## src/rtl/pwm_bank.sv

```systemverilog
// pwm_bank: multi-channel PWM generator sharing one prescaled period counter.
// Duty changes take effect only at period boundaries, so outputs never glitch.
// Optional feature macro: PWM_BANK_FADE_EN -- when defined, each channel ramps
// toward its target by at most FADE_STEP per period; otherwise the duty jumps
// straight to the target at every boundary and FADE_STEP is ignored.
module pwm_bank #(
  parameter int NUM_CHANNELS = 7,
  parameter int DUTY_WIDTH   = 8,
  parameter int PRESCALE     = 1
) (
  input  logic                               CLK,
  input  logic                               RESET,
  input  logic [NUM_CHANNELS*DUTY_WIDTH-1:0] DUTY_TARGET,
  input  logic [DUTY_WIDTH-1:0]              FADE_STEP,
  output logic [NUM_CHANNELS-1:0]            PWM_OUT,
  output logic [NUM_CHANNELS*DUTY_WIDTH-1:0] CUR_DUTY,
  output logic                               PERIOD_START,
  output logic                               FADE_DONE
);

  localparam int W     = DUTY_WIDTH;
  localparam int PRE_W = (PRESCALE > 1) ? $clog2(PRESCALE) : 1;
  localparam logic [PRE_W-1:0] PRE_LAST = PRE_W'(PRESCALE - 1);
  // Last counter value of a period: 2^W-2, so a period is 2^W-1 ticks long.
  localparam logic [W-1:0]     CNT_LAST = {{(W-1){1'b1}}, 1'b0};

  logic [PRE_W-1:0]          pre_q, pre_d;
  logic [W-1:0]              cnt_q, cnt_d;
  logic [NUM_CHANNELS*W-1:0] cur_q, cur_d;
  logic [NUM_CHANNELS-1:0]   pwm_q, pwm_d;
  logic                      period_start_q;
  logic                      fade_done_q, fade_done_d;
  logic                      tick;
  logic                      boundary;

`ifdef PWM_BANK_FADE_EN
  // One boundary's worth of movement toward the target, computed in W+1 bits
  // so neither the upward sum nor the downward limit can wrap.
  function automatic logic [W-1:0] step_duty(input logic [W-1:0] cur,
                                             input logic [W-1:0] tgt,
                                             input logic [W-1:0] step);
    logic [W:0] up_sum;
    logic [W:0] dn_limit;
    up_sum   = {1'b0, cur} + {1'b0, step};
    dn_limit = {1'b0, tgt} + {1'b0, step};
    if (step == '0 || cur == tgt) return tgt;
    else if (cur < tgt)           return (up_sum >= {1'b0, tgt}) ? tgt : up_sum[W-1:0];
    else                          return (dn_limit >= {1'b0, cur}) ? tgt : cur - step;
  endfunction
`else
  // FADE_STEP has no function without fading; fold it into a sink.
  logic unused_fade_step;
  assign unused_fade_step = ^FADE_STEP;
`endif

  // Shared prescaler and period counter; boundary marks the last tick of a period.
  always_comb begin
    tick     = (pre_q == PRE_LAST);
    pre_d    = tick ? '0 : pre_q + PRE_W'(1);
    boundary = tick && (cnt_q == CNT_LAST);
    cnt_d    = cnt_q;
    if (tick) cnt_d = (cnt_q == CNT_LAST) ? '0 : cnt_q + W'(1);
  end

  // Per-channel duty update at boundaries, PWM compare and all-channels-done flag.
  always_comb begin
    // NOTE: every output of this block gets a default first, so no path leaves
    // a variable unassigned and no latch is inferred.
    cur_d       = cur_q;
    pwm_d       = '0;
    fade_done_d = 1'b1;
    for (int i = 0; i < NUM_CHANNELS; i++) begin
      if (boundary) begin
`ifdef PWM_BANK_FADE_EN
        cur_d[i*W +: W] = step_duty(cur_q[i*W +: W], DUTY_TARGET[i*W +: W], FADE_STEP);
`else
        cur_d[i*W +: W] = DUTY_TARGET[i*W +: W];
`endif
      end
      pwm_d[i] = (cnt_q < cur_q[i*W +: W]);
      if (cur_d[i*W +: W] != DUTY_TARGET[i*W +: W]) fade_done_d = 1'b0;
    end
  end

  // State registers; a synchronous reset aborts the current period and any fade.
  always_ff @(posedge CLK) begin
    // NOTE: sequential state uses non-blocking assignments only, so every
    // register samples the pre-edge values regardless of statement order.
    if (RESET) begin
      pre_q          <= '0;
      cnt_q          <= '0;
      cur_q          <= '0;
      pwm_q          <= '0;
      period_start_q <= 1'b0;
      fade_done_q    <= 1'b1;
    end else begin
      pre_q          <= pre_d;
      cnt_q          <= cnt_d;
      cur_q          <= cur_d;
      pwm_q          <= pwm_d;
      period_start_q <= boundary;
      fade_done_q    <= fade_done_d;
    end
  end

  assign PWM_OUT      = pwm_q;
  assign CUR_DUTY     = cur_q;
  assign PERIOD_START = period_start_q;
  assign FADE_DONE    = fade_done_q;

endmodule

```

## config.mk

```make
export PLATFORM = sky130hd
export DESIGN_NAME = pwm_bank
export DESIGN_NICKNAME = d
export VERILOG_FILES = /design/src/rtl/pwm_bank.sv
export SDC_FILE = /design/constraint.sdc
export NUM_CORES = 1
export LEC_CHECK = 0
export BUFFER_PORTS_ARGS = -buffer_cell sky130_fd_sc_hd__buf_2
export CAP_MARGIN = 20
export CORE_ASPECT_RATIO = 2
export CORE_MARGIN = 3
export CORE_UTILIZATION = 45
export CTS_CLUSTER_SIZE = 40
export DETAILED_ROUTE_END_ITERATION = 8
export HOLD_SLACK_MARGIN = 0.15
export PLACE_DENSITY = 0.77
export RECOVER_POWER = 100
export SLEW_MARGIN = 20
export SYNTH_ARGS = -nofsm -noshare
export SYNTH_HDL_FRONTEND = slang
export SYNTH_SLANG_ARGS = --single-unit
```

## constraint.sdc

```tcl
create_clock -name CLK -period 2.43 [get_ports CLK]
set_input_delay 0 -clock CLK [delete_from_list [all_inputs] [get_ports CLK]]
set_output_delay 0 -clock CLK [all_outputs]
set_load 0.03 [all_outputs]
```

# Word level (Yosys, flattened, before mapping)
# Cells that the tools add are included.
# W data, S select, Z words.
dict set report op_classes {
  reduce_logical 2
  add_sub_neg 2
  order_cmp 7
  eq_ne 8
  bitwise_logic 1
  mux 15
}
# op count
set ops {}
lappend ops {{$mux W8} 8}
lappend ops {{$lt A8 B8 Y1} 7}
lappend ops {{$ne A8 B8 Y1} 7}
lappend ops {{$add A8 B1 Y8 const B} 1}
lappend ops {{$eq A8 B8 Y1 const B} 1}
lappend ops {{$mux W1} 7}
lappend ops {{$reduce_or A2 Y1} 1}
lappend ops {{$add A1 B1 Y1 const B} 1}
lappend ops {{$logic_and A1 B1 Y1} 1}
lappend ops {{$not A1 Y1} 1}
dict set report word_totals {
  ff_bits 74
  in_bits 66
  elab_cells 41
  output_inout_bits 65
}

# Longest topological paths before layout
dict set report logic_depth {
  depth_word 11
  ltp_mapped 8
}

# Least setup slack after synthesis
# Ideal clock, no wire load.
dict set report synth_timing {
  path_type {register to register}
  start {reg cnt_q[2]}
  end {reg cur_q[8], in the netlist CUR_DUTY[8]}
  path_slack_ps 783
  t_arrival_ps 1504
  setup_time_ps 143
  period_less_slack_ps 1647
  stages_incl_launch_ff 8
  cell_sequence {dfxtp_1 -> and3b_1 -> and3_4 -> nand4_2 -> buf_4 -> buf_2 -> nand2_1 -> a21oi_2}
}
dict set report synth_between {
  elab_chain_len 3
}
# element line
set synth_rtl {}
lappend synth_rtl {{start, declared} 28} ;# logic [W-1:0] cnt_q, cnt_d;
lappend synth_rtl {{start signal, assigned} 98} ;# cnt_q <= cnt_d;
lappend synth_rtl {{$eq A8 B8 Y1} 60} ;# boundary = tick && (cnt_q == CNT_LAST);
lappend synth_rtl {{$logic_and A1 B1 Y1} 60}
lappend synth_rtl {{$mux W8} 73} ;# if (boundary) begin
lappend synth_rtl {{end signal, assigned} 99} ;# cur_q <= cur_d;
lappend synth_rtl {{end, declared} 29} ;# logic [NUM_CHANNELS*W-1:0] cur_q, cur_d;
# Every way passes these cells.
# A chain may end at the register's enable or synchronous reset.

# Worst setup path in the final report
dict set report layout_timing {
  start {reg pre_q}
  end {reg cur_q[49], in the netlist CUR_DUTY[49]}
}
dict set report layout_between {
  elab_chain_len 3
}
# element line
set layout_rtl {}
lappend layout_rtl {{start, declared} 27} ;# logic [PRE_W-1:0] pre_q, pre_d;
lappend layout_rtl {{start signal, assigned} 97} ;# pre_q <= pre_d;
lappend layout_rtl {{$not A1 Y1 (no source line)} n/a}
lappend layout_rtl {{$logic_and A1 B1 Y1} 60}
lappend layout_rtl {{$mux W8} 73}
# Every way passes these cells.

==> results.sh <==
export IMPL_syn_num_nets=681
export IMPL_cts_tree="built"
export IMPL_power_density_mw_per_mm2=464
export IMPL_maxSlewHeadroom_pct=54.0
export IMPL_wl_um=15700
export IMPL_final_cells=887
export IMPL_power_frac_clock_pct=44.7
export IMPL_post_place_cells=815
export IMPL_yosysSeqAreaShare_pct=31.7
export IMPL_clock_sinks=74
export IMPL_drc=0
export IMPL_overflow=0
export IMPL_clk_pin_slew_ps=60
export IMPL_swShare_pct=25.7
export IMPL_fp_dieArea_mm2=0.0117
export IMPL_cts_hold_buf=56
export IMPL_p_comb_share_pct=11.8
export IMPL_fin_util_pct=60.3
export IMPL_dieHeight_um=150
export IMPL_crit_required_ps=2620
export IMPL_die_x_um=78.1
export IMPL_antenna_found_initial=0
export IMPL_path_max_fanout=17
export IMPL_drive_gt1_share_pct=17.7
export IMPL_synth_flop_cell="dfxtp_1"
export IMPL_ir_worst_vdd_mv=0.508
export IMPL_antenna_left=0
export IMPL_grt_pass1_vias=5041
export IMPL_leakagePower_nw=2.34
export IMPL_end_kind="register"
export IMPL_fin_ws_ps=309
export IMPL_post_cts_resized=0
export IMPL_grt_max_degree=35
export IMPL_yosys_top_cells_area="dfxtp_1 (32%), ha_1 (14%), nand2_1 (7.6%)"
export IMPL_vias=4794
export IMPL_arrival_ps=2310
export IMPL_hp_class="in -> reg"
export IMPL_drt_iter0_drc=242
export IMPL_rsz0062_at_grt="no"
export IMPL_diodes=0
export IMPL_netSwitchingPower_mw=0.730
export IMPL_hold_viol_final=0
export IMPL_place_ws_ps=523
export IMPL_drtPass1Iterations=5
export IMPL_yosysTopAreaCellShare_pct=31.7
export IMPL_finClkSkew_ps=6.79
export IMPL_tns_ps=0
export IMPL_htreeDepth=3
export IMPL_cts_made_buffers=9
export IMPL_async_reset_ff_share_pct=0
export IMPL_cts_root_buf="clkbuf_16"
export IMPL_ys_seq_elements=74
export IMPL_setup_viol=0
export IMPL_routabilityCongestion=0.945
export IMPL_vias_per_cell=5.40
export IMPL_synth_cell_types=40
export IMPL_clock_path_buffers=2
export IMPL_wl_per_cell_um=17.7
export IMPL_clk_insertion_delay_late_ps=340
export IMPL_ys_warn_count=0
export IMPL_post_cts_setup_buffer_count=0
export IMPL_drv_slew=0
export IMPL_place_hpwl_um=11600
export IMPL_synthesis_area_mm2=0.00467
export IMPL_port_buffers=122
export IMPL_start_util_pct=46.0
export IMPL_critPathKind="reg -> reg"
export IMPL_syn_to_final_growth_pct=30.9
export IMPL_min_period_over_period_pct=87.3
export IMPL_io_pin_count=131
export IMPL_fp_row_count=52
export IMPL_synth_edf_count=0
export IMPL_p_int_mw=2.11
export IMPL_syn_inst=564
export IMPL_timing_fmax_mhz=471
export IMPL_grt_pass1_wl_um=24900
export IMPL_syn_avg_cell_area_um2=8.29
export IMPL_status="finished clean"
export IMPL_num_nets_final=864
export IMPL_seq_power_share_pct=43.5
export IMPL_groute_usage_overall_pct=27.3
export IMPL_min_period_ps=2120
export IMPL_synth_top_area_cell="dfxtp_1"
export IMPL_tightest_slew_ps=684
export IMPL_max_cap_violations=0
export IMPL_start_kind="register"
export IMPL_core_area_mm2=0.0101
area by class of cell:
class / count / area, um2
fill: 936 / 4030
timing repair buffer: 194 / 1200
tap: 135 / 169
multi-input combinational: 412 / 2780
clock buffer: 10 / 239
clock inverter: 6 / 42.5
inverter: 56 / 210
sequential: 74 / 1480
flip-flops by register name, summed over array words and instances, names as in the netlist:
signal	flops
CUR_DUTY	56
FADE_DONE	1
PERIOD_START	1
PWM_OUT	7
cnt_q	8
pre_q	1
critical path: stages (launching register included):
cell and delay (ps):
dfxtp_1 370, and3b_1 290, and3_1 270, nand4_2 390, clkbuf_2 420, nand2_1 150
a21oi_1 70
path summary, 6_finish.rpt:
| kind | cells after the start | from | end | slack (ps) |
|---|---|---|---|---|
| worst max-delay path | 6 | pre_q | CUR_DUTY[49] | 310 |
| worst min register to register | 2 | CUR_DUTY[11] | CUR_DUTY[11] | 480 |
| worst min-delay path | 2 | RESET | CUR_DUTY[10] | 180 |
| worst max register to register | 6 | pre_q | CUR_DUTY[49] | 310 |
synth_stat cells (all sizes together), types with 6 or more instances:
cell type	instances
o21ai	6
o2111ai	6
nand4	6
inv	56
a21o	8
nand2	125
a21boi	6
nor2b	7
xor2	29
a21oi	67
nand2b	23
clkbuf	12
buf	10
o2bb2ai	10
nor4	15
a211oi	7
ha	51
nor2	14
dfxtp	74
routing by layer:
metal  GRT usage (%)  up-vias  share of wire [%]
li1                -     2274                  -
met1            28.4     2229                 37
met2            48.9      220                 51
met3            4.73       71                5.6
met4            19.1        0                7.1
met5               0        -                  0
metrics by stage:
stage / area [um2] / hold slack [ps] / total power, mW
2_1_floorplan: 4670 / 127 / 1.39
3_3_place_gp: 5430 / 256 / 1.52
3_5_place_dp: 5430 / 264 / 1.52
4_1_cts: 6270 / 165 / 2.85
5_1_grt: 6120 / 176 / 2.93
6_report: 6120 / 183 / 2.84
cells by family after synthesis:
kind of cell / after synthesis / share of synthesized area, %
xor gates and xnor gates: 30 / 5.62
adders and majority gates: 51 / 13.7
buffers and inverters: 78 / 7.76
other: 1 / 0.0802
DFF: 74 / 31.7
AOI/OAI and AO/OA: 127 / 19.4
and+or+nand+nor: 203 / 21.7
cell usage in the layout (no fill, tap or decap), types with 5 or more instances in the layout:
master	Yosys	layout
a211oi_1	7	7
a21boi_0	6	6
a21o_1	8	8
a21oi_1	37	40
a21oi_2	30	27
buf_2	5	57
buf_4	1	10
clkbuf_1	12	66
clkbuf_16	0	9
dfxtp_1	74	74
dlygate4sd3_1	0	56
ha_1	51	51
inv_1	56	56
nand2_1	95	108
nand2_2	30	17
nand2b_1	23	23
nand4_1	5	5
nor2_1	14	14
nor2b_1	7	7
nor4_1	15	15
o2111ai_1	6	6
o21ai_0	6	6
o2bb2ai_1	10	10
xor2_1	29	29
power groups by stage:
stage / Sequential [mW] / Combinational, mW / Clock (mW)
2_1_floorplan: 1.27 / 0.113 / 0
3_3_place_gp: 1.26 / 0.258 / 0
3_5_place_dp: 1.26 / 0.262 / 0
4_1_cts: 1.23 / 0.334 / 1.28
5_1_grt: 1.23 / 0.359 / 1.33
6_report: 1.23 / 0.335 / 1.27
No activity file was read; power rests on OpenSTA's default activity.
